File: src/rtl/uart_pkg.sv
// Shared types and defaults for the UART transmit FIFO.
// FSM state encoding and default parameter values.
package uart_pkg;

  typedef enum logic [1:0] {
    IDLE       = 2'd0,
    WAIT_START = 2'd1,
    WAIT_DONE  = 2'd2
  } tx_state_e;

  localparam int DEPTH_LOG2_DEF    = 4;
  localparam int START_TIMEOUT_DEF = 8;

endpackage

File: src/rtl/uart_fifo_mem.sv
// Byte RAM for the UART transmit FIFO.
// Synchronous write port, registered read port.
module uart_fifo_mem
  import uart_pkg::*;
#(
  parameter int AW = DEPTH_LOG2_DEF
) (
  input  logic          clk,
  input  logic          we,
  input  logic [AW-1:0] waddr,
  input  logic [7:0]    wdata,
  input  logic [AW-1:0] raddr,
  output logic [7:0]    rdata
);

  logic [7:0] mem_q [2**AW];
  logic [7:0] rdata_q;

  always_ff @(posedge clk) begin
    if (we) mem_q[waddr] <= wdata;
    rdata_q <= mem_q[raddr];
  end

  assign rdata = rdata_q;

endmodule

File: src/rtl/uart_tx_fifo.sv
// Byte FIFO feeding a UART transmitter with a start/done handshake.
// Define UART_TX_FIFO_OVERFLOW_EN to add the sticky overflow flag.
module uart_tx_fifo
  import uart_pkg::*;
#(
  parameter int DEPTH_LOG2    = DEPTH_LOG2_DEF,
  parameter int START_TIMEOUT = START_TIMEOUT_DEF
) (
  input  logic                clk,
  input  logic                rst_n,
  input  logic                wr_en,
  input  logic [7:0]          wr_data,
  input  logic                is_transmitting,
  output logic [7:0]          tx_byte,
  output logic                transmit,
  output logic                full,
  output logic                empty,
  output logic [DEPTH_LOG2:0] count
`ifdef UART_TX_FIFO_OVERFLOW_EN
  ,
  output logic                overflow,
  input  logic                overflow_clr
`endif
);

  localparam int DEPTH = 1 << DEPTH_LOG2;
  localparam int CW    = DEPTH_LOG2 + 1;
  localparam int TW    = $clog2(START_TIMEOUT + 1);

  tx_state_e state_q, state_d;
  logic [DEPTH_LOG2-1:0] wr_ptr_q, wr_ptr_d;
  logic [DEPTH_LOG2-1:0] rd_ptr_q, rd_ptr_d;
  logic [CW-1:0] count_q, count_d;
  logic [7:0] tx_byte_q, tx_byte_d;
  logic [7:0] rd_data;
  logic transmit_q, transmit_d;
  logic rd_ok_q, rd_ok_d;
  logic [TW-1:0] tmo_q, tmo_d;
  logic push, pop;

  assign full  = (count_q == CW'(DEPTH));
  assign empty = (count_q == '0);
  assign push  = wr_en && !full;

  uart_fifo_mem #(
    .AW(DEPTH_LOG2)
  ) u_mem (
    .clk  (clk),
    .we   (push),
    .waddr(wr_ptr_q),
    .wdata(wr_data),
    .raddr(rd_ptr_q),
    .rdata(rd_data)
  );

  always_comb begin
    state_d    = state_q;
    tx_byte_d  = tx_byte_q;
    transmit_d = 1'b0;
    tmo_d      = tmo_q;
    pop        = 1'b0;
    unique case (state_q)
      IDLE: begin
        if (!empty && rd_ok_q) begin
          pop        = 1'b1;
          tx_byte_d  = rd_data;
          transmit_d = 1'b1;
          tmo_d      = '0;
          state_d    = WAIT_START;
        end
      end
      WAIT_START: begin
        if (is_transmitting) begin
          state_d = WAIT_DONE;
        end else if (tmo_q == TW'(START_TIMEOUT - 1)) begin
          state_d = IDLE;
        end else begin
          tmo_d = tmo_q + TW'(1);
        end
      end
      WAIT_DONE: begin
        if (!is_transmitting) state_d = IDLE;
      end
      default: state_d = IDLE;
    endcase
    wr_ptr_d = wr_ptr_q + DEPTH_LOG2'(push);
    rd_ptr_d = rd_ptr_q + DEPTH_LOG2'(pop);
    count_d  = count_q + CW'(push) - CW'(pop);
    // Registered read data matches rd_ptr one cycle after it settles.
    rd_ok_d  = (count_q != '0) && !pop;
  end

  always_ff @(posedge clk or negedge rst_n) begin
    if (!rst_n) begin
      state_q    <= IDLE;
      wr_ptr_q   <= '0;
      rd_ptr_q   <= '0;
      count_q    <= '0;
      tx_byte_q  <= 8'h00;
      transmit_q <= 1'b0;
      rd_ok_q    <= 1'b0;
      tmo_q      <= '0;
    end else begin
      state_q    <= state_d;
      wr_ptr_q   <= wr_ptr_d;
      rd_ptr_q   <= rd_ptr_d;
      count_q    <= count_d;
      tx_byte_q  <= tx_byte_d;
      transmit_q <= transmit_d;
      rd_ok_q    <= rd_ok_d;
      tmo_q      <= tmo_d;
    end
  end

  assign tx_byte  = tx_byte_q;
  assign transmit = transmit_q;
  assign count    = count_q;

`ifdef UART_TX_FIFO_OVERFLOW_EN
  logic overflow_q, overflow_d;

  always_comb begin
    overflow_d = overflow_q;
    if (wr_en && full)     overflow_d = 1'b1;
    else if (overflow_clr) overflow_d = 1'b0;
  end

  always_ff @(posedge clk or negedge rst_n) begin
    if (!rst_n) overflow_q <= 1'b0;
    else        overflow_q <= overflow_d;
  end

  assign overflow = overflow_q;
`endif

endmodule

File: config.mk
export PLATFORM = sky130hd
export DESIGN_NAME = uart_tx_fifo
export DESIGN_NICKNAME = d
export VERILOG_FILES = /design/src/rtl/uart_pkg.sv /design/src/rtl/uart_fifo_mem.sv /design/src/rtl/uart_tx_fifo.sv
export SDC_FILE = /design/constraint.sdc
export NUM_CORES = 1
export LEC_CHECK = 0
export CORE_MARGIN = 3
export CORE_UTILIZATION = 40
export CTS_CLUSTER_DIAMETER = 150
export DETAILED_ROUTE_END_ITERATION = 8
export PLACE_DENSITY = 0.66
export SETUP_SLACK_MARGIN = 0.3
export SYNTH_ARGS = -nofsm -noshare
export SYNTH_HDL_FRONTEND = slang
export SYNTH_HIERARCHICAL = 1
export SYNTH_SLANG_ARGS = --single-unit
File: constraint.sdc
create_clock -name clk -period 3.2 [get_ports clk]
set_input_delay 0.64 -clock clk [delete_from_list [all_inputs] [get_ports clk]]
set_output_delay 0.64 -clock clk [all_outputs]
set_load 0.005 [all_outputs]
-- After elaboration in Yosys (flattened, before gate mapping)
Memory sizes are Yosys's and may differ from the RTL's. A register that Yosys moved wholly into a read port is not among the register bits.
Index checks and enable logic that the tools add are counted.
Widths: inputs -> output; s select.
- input port bits: 12
- memory bits (writable): 128
- memories: 1
- bits in registers: 29
- output and inout port bits: 16
- memories (memory ; depth ; width ; read ports ; clocked after memory_dff ; wr ports ; RTL line ; RTL):
    u_mem.mem_q ; 16 ; 8 ; 1 ; 1 ; 1 ; uart_fifo_mem.sv:16 ; logic [7:0] mem_q [2**AW];
- reductions and logical operators: 13
- add/subtract/negate cells: 5
- eq/ne operators: 9
- muxes and demuxes: 13
- operator list (kind ; number):
    $mux 4 ; 3
    $add 4x1->4 ; 2
    $mux 2 ; 4
    $ne 2x2->1 const B ; 4
    $pmux 4 s2 ; 1
    $pmux 2 s3 ; 1
    $add 5x1->5 ; 1
    $eq 5x5->1 const B ; 1
    $logic_not 5->1 ; 1
    $reduce_bool 5->1 ; 1
    $sub 5x1->5 ; 1
    $add 4x1->4 const B ; 1
    $eq 4x3->1 const B ; 1
    $mux 1 ; 4
    $reduce_and 4->1 ; 1
    $logic_and 1x1->1 ; 3
    $logic_not 1->1 ; 3
    $ne 3x3->1 const B ; 1
    $reduce_and 3->1 ; 1
    $eq 2x1->1 const B ; 1
    $eq 2x2->1 const B ; 1
    $logic_not 2->1 ; 1
    $reduce_and 2->1 ; 1
    $reduce_bool 2->1 ; 1

-- Logic depth before layout (Yosys ltp)
- word-level depth: 7
- gate-level depth with buffers: 15
- gate-level depth less buffers: 14

-- Cells and area by module
Netlist, hierarchy kept.
- modules (own cells, without submodules) (module ; area an instance (µm²) ; cells an instance ; sequential area each (µm²) ; instances):
    uart_fifo_mem ; 5147.4 ; 229 ; 4003.8 ; 1
    uart_tx_fifo ; 1320.0 ; 102 ; 725.7 ; 1

-- Worst setup path before layout
OpenSTA, ideal clock, no wires.
- kind: register to register
- from: reg count_q[3] (netlist: count[3])
- to: reg count_q[4] (netlist: count[4])
- period minus slack after synthesis: 2640 ps
- data arrival time: 2560 ps
- buffers on the path: 1
- cell stages (with the launch flop): 16
- data required time: 3120 ps
- setup time: 80 ps
- path slack: 560 ps
- path through: dfrtp_1 -> inv_1 -> ha_1 -> nor4b_4 -> nand3b_4 -> buf_6 -> inv_1 -> ha_1 -> inv_1 -> ha_1 -> inv_1 -> fa_1 -> inv_1 -> a21oi_1 -> o21bai_1 -> xnor2_1
- longest elaborated chain between the ends: 6
- elaborated cells between the ends (all ways): 10
- those cells by class: 2 x add/sub; 1 x eq/ne; 2 x mux; 5 x reduce/logical
- ends and longest elaborated chain (item ; RTL line ; RTL):
    start: declaration ; uart_tx_fifo.sv:33 ; logic [CW-1:0] count_q, count_d;
    start signal: assignment ; uart_tx_fifo.sv:107 ; count_q <= count_d;
    $logic_not 5->1 ; uart_tx_fifo.sv:42 ; assign empty = (count_q == '0);
    net empty ; uart_tx_fifo.sv:17 ; output logic empty,
    $logic_not 1->1 ; uart_tx_fifo.sv:64 ; if (!empty && rd_ok_q) begin
    $logic_and 1x1->1 ; uart_tx_fifo.sv:64 ;
    $mux 1 ; uart_tx_fifo.sv:64 ;
    $mux 1 ; uart_tx_fifo.sv:62 ; unique case (state_q)
    net pop ; uart_tx_fifo.sv:39 ; logic push, pop;
    $sub 5x1->5 ; uart_tx_fifo.sv:88 ; count_d = count_q + CW'(push) - CW'(pop);
    net count_d[4] ; uart_tx_fifo.sv:33 ;
The timed path passes the listed nets, and every way through them passes these cells.
A chain may end at the register's enable or synchronous reset.

-- Final worst setup path
- from: reg count_q[2] (netlist: count[2])
- to: reg count_q[4] (netlist: count[4])
- longest elaborated chain between the ends: 6
- elaborated cells between the ends (all ways): 10
- those cells by class: 2 x add/sub; 1 x eq/ne; 2 x mux; 5 x reduce/logical
- ends and longest elaborated chain (item ; RTL line):
    $logic_not 5->1 ; uart_tx_fifo.sv:42
    $logic_not 1->1 ; uart_tx_fifo.sv:64
    $logic_and 1x1->1 ; uart_tx_fifo.sv:64
    $mux 1 ; uart_tx_fifo.sv:64
    $mux 1 ; uart_tx_fifo.sv:62
    net pop ; uart_tx_fifo.sv:39
    $sub 5x1->5 ; uart_tx_fifo.sv:88
    net count_d[4] ; uart_tx_fifo.sv:33
The timed path passes the listed nets, and every way through them passes these cells.

==> impl_metrics.env <==
export IMPL_hold_ws_ns=0.4391
export IMPL_wire_per_inst_um=19.48
export IMPL_slew_headroom=0.3658
export IMPL_place_congestion=0.7442
export IMPL_drt_pass1_iterations=4
export IMPL_layout_cells_most_common="edfxtp_1"
export IMPL_start_util=0.4177
export IMPL_final_nets=410
export IMPL_cts_root_buf="clkbuf_16"
export IMPL_diodes=0
export IMPL_crit_chain="inv_1 -> ha_1 -> nor4b_4 -> nand3b_4 -> inv_1 -> ha_1 -> inv_1 -> ha_1 -> inv_1 -> fa_1 -> inv_1 -> a21oi_1 -> o21bai_1 -> xnor2_1"
export IMPL_gr_total_overflow=0
export IMPL_ys_seq_area_frac=0.7313
export IMPL_fmax_mhz=379.1
export IMPL_drt_vias_per_instance=5.162
export IMPL_met1Wirelength_um=5139
export IMPL_wl_met2_um=6034
export IMPL_ys_ff_latch=165
export IMPL_critical_path_class="reg -> reg"
export IMPL_maxSlewViolCount=0
export IMPL_ys_types=41
export IMPL_cap_violations=0
export IMPL_synth_flop_cell="edfxtp_1"
export IMPL_ys_warn_count=6
export IMPL_synth_area_sq_mm=0.006467
export IMPL_final_setup_viol_count=0
export IMPL_layout_drive_gt1_share=0.1880
export IMPL_top_layer="met4"
export IMPL_wl_um=11880
export IMPL_core_area_sq_mm=0.01548
export IMPL_cts_hold_buf=0
export IMPL_clk_latency_ns=0.42
export IMPL_area_growth_pct=18.42
export IMPL_path_common_cell="inv_1"
export IMPL_finalCriticalPeriod_ns=2.638
export IMPL_crit_path_start_kind="flip-flop"
export IMPL_netlist_instances=331
export IMPL_layout_common_cells="128 x edfxtp_1, 28 x dfrtp_1, 27 x clkdlybuf4s50_1"
export IMPL_ys_async_sr_fraction=0.1758
export IMPL_drc=0
export IMPL_clock_skew_ns=0.007586
export IMPL_period_share=0.8244
export IMPL_hold_viol=0
export IMPL_utilization=0.4946
export IMPL_clockBufferDepth=2
export IMPL_slowest_stage="fa_1"
export IMPL_synth_edf_count=128
export IMPL_antenna_found_initial=0
export IMPL_hold_class="reg -> reg"
export IMPL_worstPathArrival_ns=2.98
export IMPL_grt_pass1_vias=3314
export IMPL_met3WireLength_um=541
export IMPL_grt_max_degree=35
export IMPL_hpwlAfterDp_um=7389
export IMPL_numPortBuffers=27
export IMPL_htree_levels=4
export IMPL_ir_drop_mv=0.4480
export IMPL_tns_ns=0
export IMPL_tritoncts="built"
export IMPL_drtAntennaViolNets=0
export IMPL_cts_sinks=165
export IMPL_die_area_sq_mm=0.01773
export IMPL_crit_buf_inv=5
export IMPL_max_stage_delay_ns=0.42
export IMPL_power_density_mw_per_mm2=918.7
export IMPL_grt_first_pass_wirelength_um=18750
export IMPL_die_h_um=133.2
export IMPL_cts_buffers=17
export IMPL_fp_dieW_um=133.2
export IMPL_cp_end_kind="flip-flop"
export IMPL_cts_clk_slew_worst_paths_ns=0.06
export IMPL_syn_nets=355
export IMPL_avgSynthCellArea_sq_um=19.54
export IMPL_p_leak_uw=0.002742
export IMPL_rsz0062_at_grt="false"
export IMPL_worstPathRequired_ns=3.54
export IMPL_outcome="finished, final reports clean"
export IMPL_cp_max_fo=3
export IMPL_cp_top_family="adder cells"
export IMPL_track_usage=0.1439
export IMPL_io_pins=28
export IMPL_num_vias=3149
export IMPL_drtIter0Drc=170
export IMPL_worst_pin_slew_ns=0.9483
export IMPL_std_cell_rows=45
==> per-stage QoR <==
| stage | cells | area, sq um | power, uW | worst slack [ns] |
|---|---|---|---|---|
| floorplan | 331 | 6467 | 4411 | 0.5601 |
| global placement | 577 | 7073 | 5033 | 0.4892 |
| detailed placement | 577 | 7073 | 5113 | 0.3675 |
| CTS | 609 | 7651 | 7114 | 0.3531 |
| global route | 610 | 7659 | 7419 | 0.3237 |
| finish | 610 | 7659 | 7036 | 0.5619 |
==> flip-flops by register name, summed over array words and instances, names as in the netlist <==
| name | cells |
|---|---|
| rd_ptr_q | 4 |
| u_mem/rdata | 8 |
| rd_ok_q | 1 |
| state_q | 2 |
| tmo_q | 4 |
| wr_ptr_q | 4 |
| count | 5 |
| tx_byte | 8 |
| u_mem/mem_q | 128 |
| transmit | 1 |
==> kinds of logic after synthesis <==
family,count (synthesis),share of synthesized area
flip-flops,165,0.7313
adder cells (fa/ha/maj),12,0.02438
multiplexers,41,0.1358
XOR/XNOR,8,0.01083
buffers and inverters,23,0.02205
AO/OA/AOI/OAI,28,0.02921
AND/OR/NAND/NOR,54,0.04643
==> layout make-up <==
cell class / instances / area (sq um)
Tap cell: 211 / 264.0
Inverter: 12 / 45.04
Clock inverter: 14 / 148.9
Clock buffer: 18 / 429.2
Sequential cell: 165 / 4731
Timing Repair Buffer: 47 / 445.4
Multi-Input combinational cell: 143 / 1595
Fill cell: 1276 / 7825
==> repair_timing <==
action	4_1_cts	5_1_grt
resized for setup	0	0
buffers inserted	0	1
endpoints found under the setup margin	0	1
==> worst paths after layout <==
| kind | startpoint | end | slack [ns] | depth (start not counted) |
|---|---|---|---|---|
| setup / recovery | count[2]$_DFF_PN0_ | count[4]$_DFF_PN0_ | 0.56 | 14 |
| hold reg to reg | u_mem/rdata[3]$_DFF_P_ | tx_byte[3]$_DFFE_PN0P_ | 0.44 | 1 |
| hold / removal | u_mem/rdata[3]$_DFF_P_ | tx_byte[3]$_DFFE_PN0P_ | 0.44 | 1 |
| setup reg to reg | count[2]$_DFF_PN0_ | count[4]$_DFF_PN0_ | 0.56 | 14 |
| max in group asynchronous | rst_n | rd_ptr_q[0]$_DFF_PN0_ | 1.73 | 2 |
| min in group asynchronous | rst_n | count[4]$_DFF_PN0_ | 0.75 | 1 |
==> metal layers <==
layer | vias up | track usage
li1 | 1431 | -
met1 | 1640 | 0.1839
met2 | 65 | 0.2342
met3 | 13 | 0.04418
met4 | 0 | 0.05200
met5 | - | 0
==> synthesized netlist by cell type (2+ instances only) <==
master | n | area, sq um
nand2_1 | 11 | 41.29
dfxtp_1 | 8 | 160.2
nand3b_1 | 2 | 15.01
mux2_1 | 7 | 78.83
clkdlybuf4s25_2 | 3 | 30.03
mux4_2 | 18 | 405.4
xnor2_1 | 4 | 35.03
inv_1 | 12 | 45.04
buf_2 | 3 | 15.01
nor3_1 | 4 | 20.02
a21oi_1 | 5 | 25.02
nand2b_1 | 4 | 25.02
dfrtp_1 | 29 | 725.7
a22oi_1 | 16 | 120.1
nor2_1 | 16 | 60.06
o21ai_0 | 2 | 10.01
mux4_1 | 14 | 367.9
ha_1 | 11 | 137.6
edfxtp_1 | 128 | 3844
nand3_1 | 7 | 35.03
buf_6 | 4 | 45.04
xor2_1 | 4 | 35.03
==> power breakdown <==
part	switching [uW]	internal (uW)
clock	822	1160
combinational	973	1050
sequential	293	2750
total	2090	4950
No activity file was read; power rests on OpenSTA's default activity.
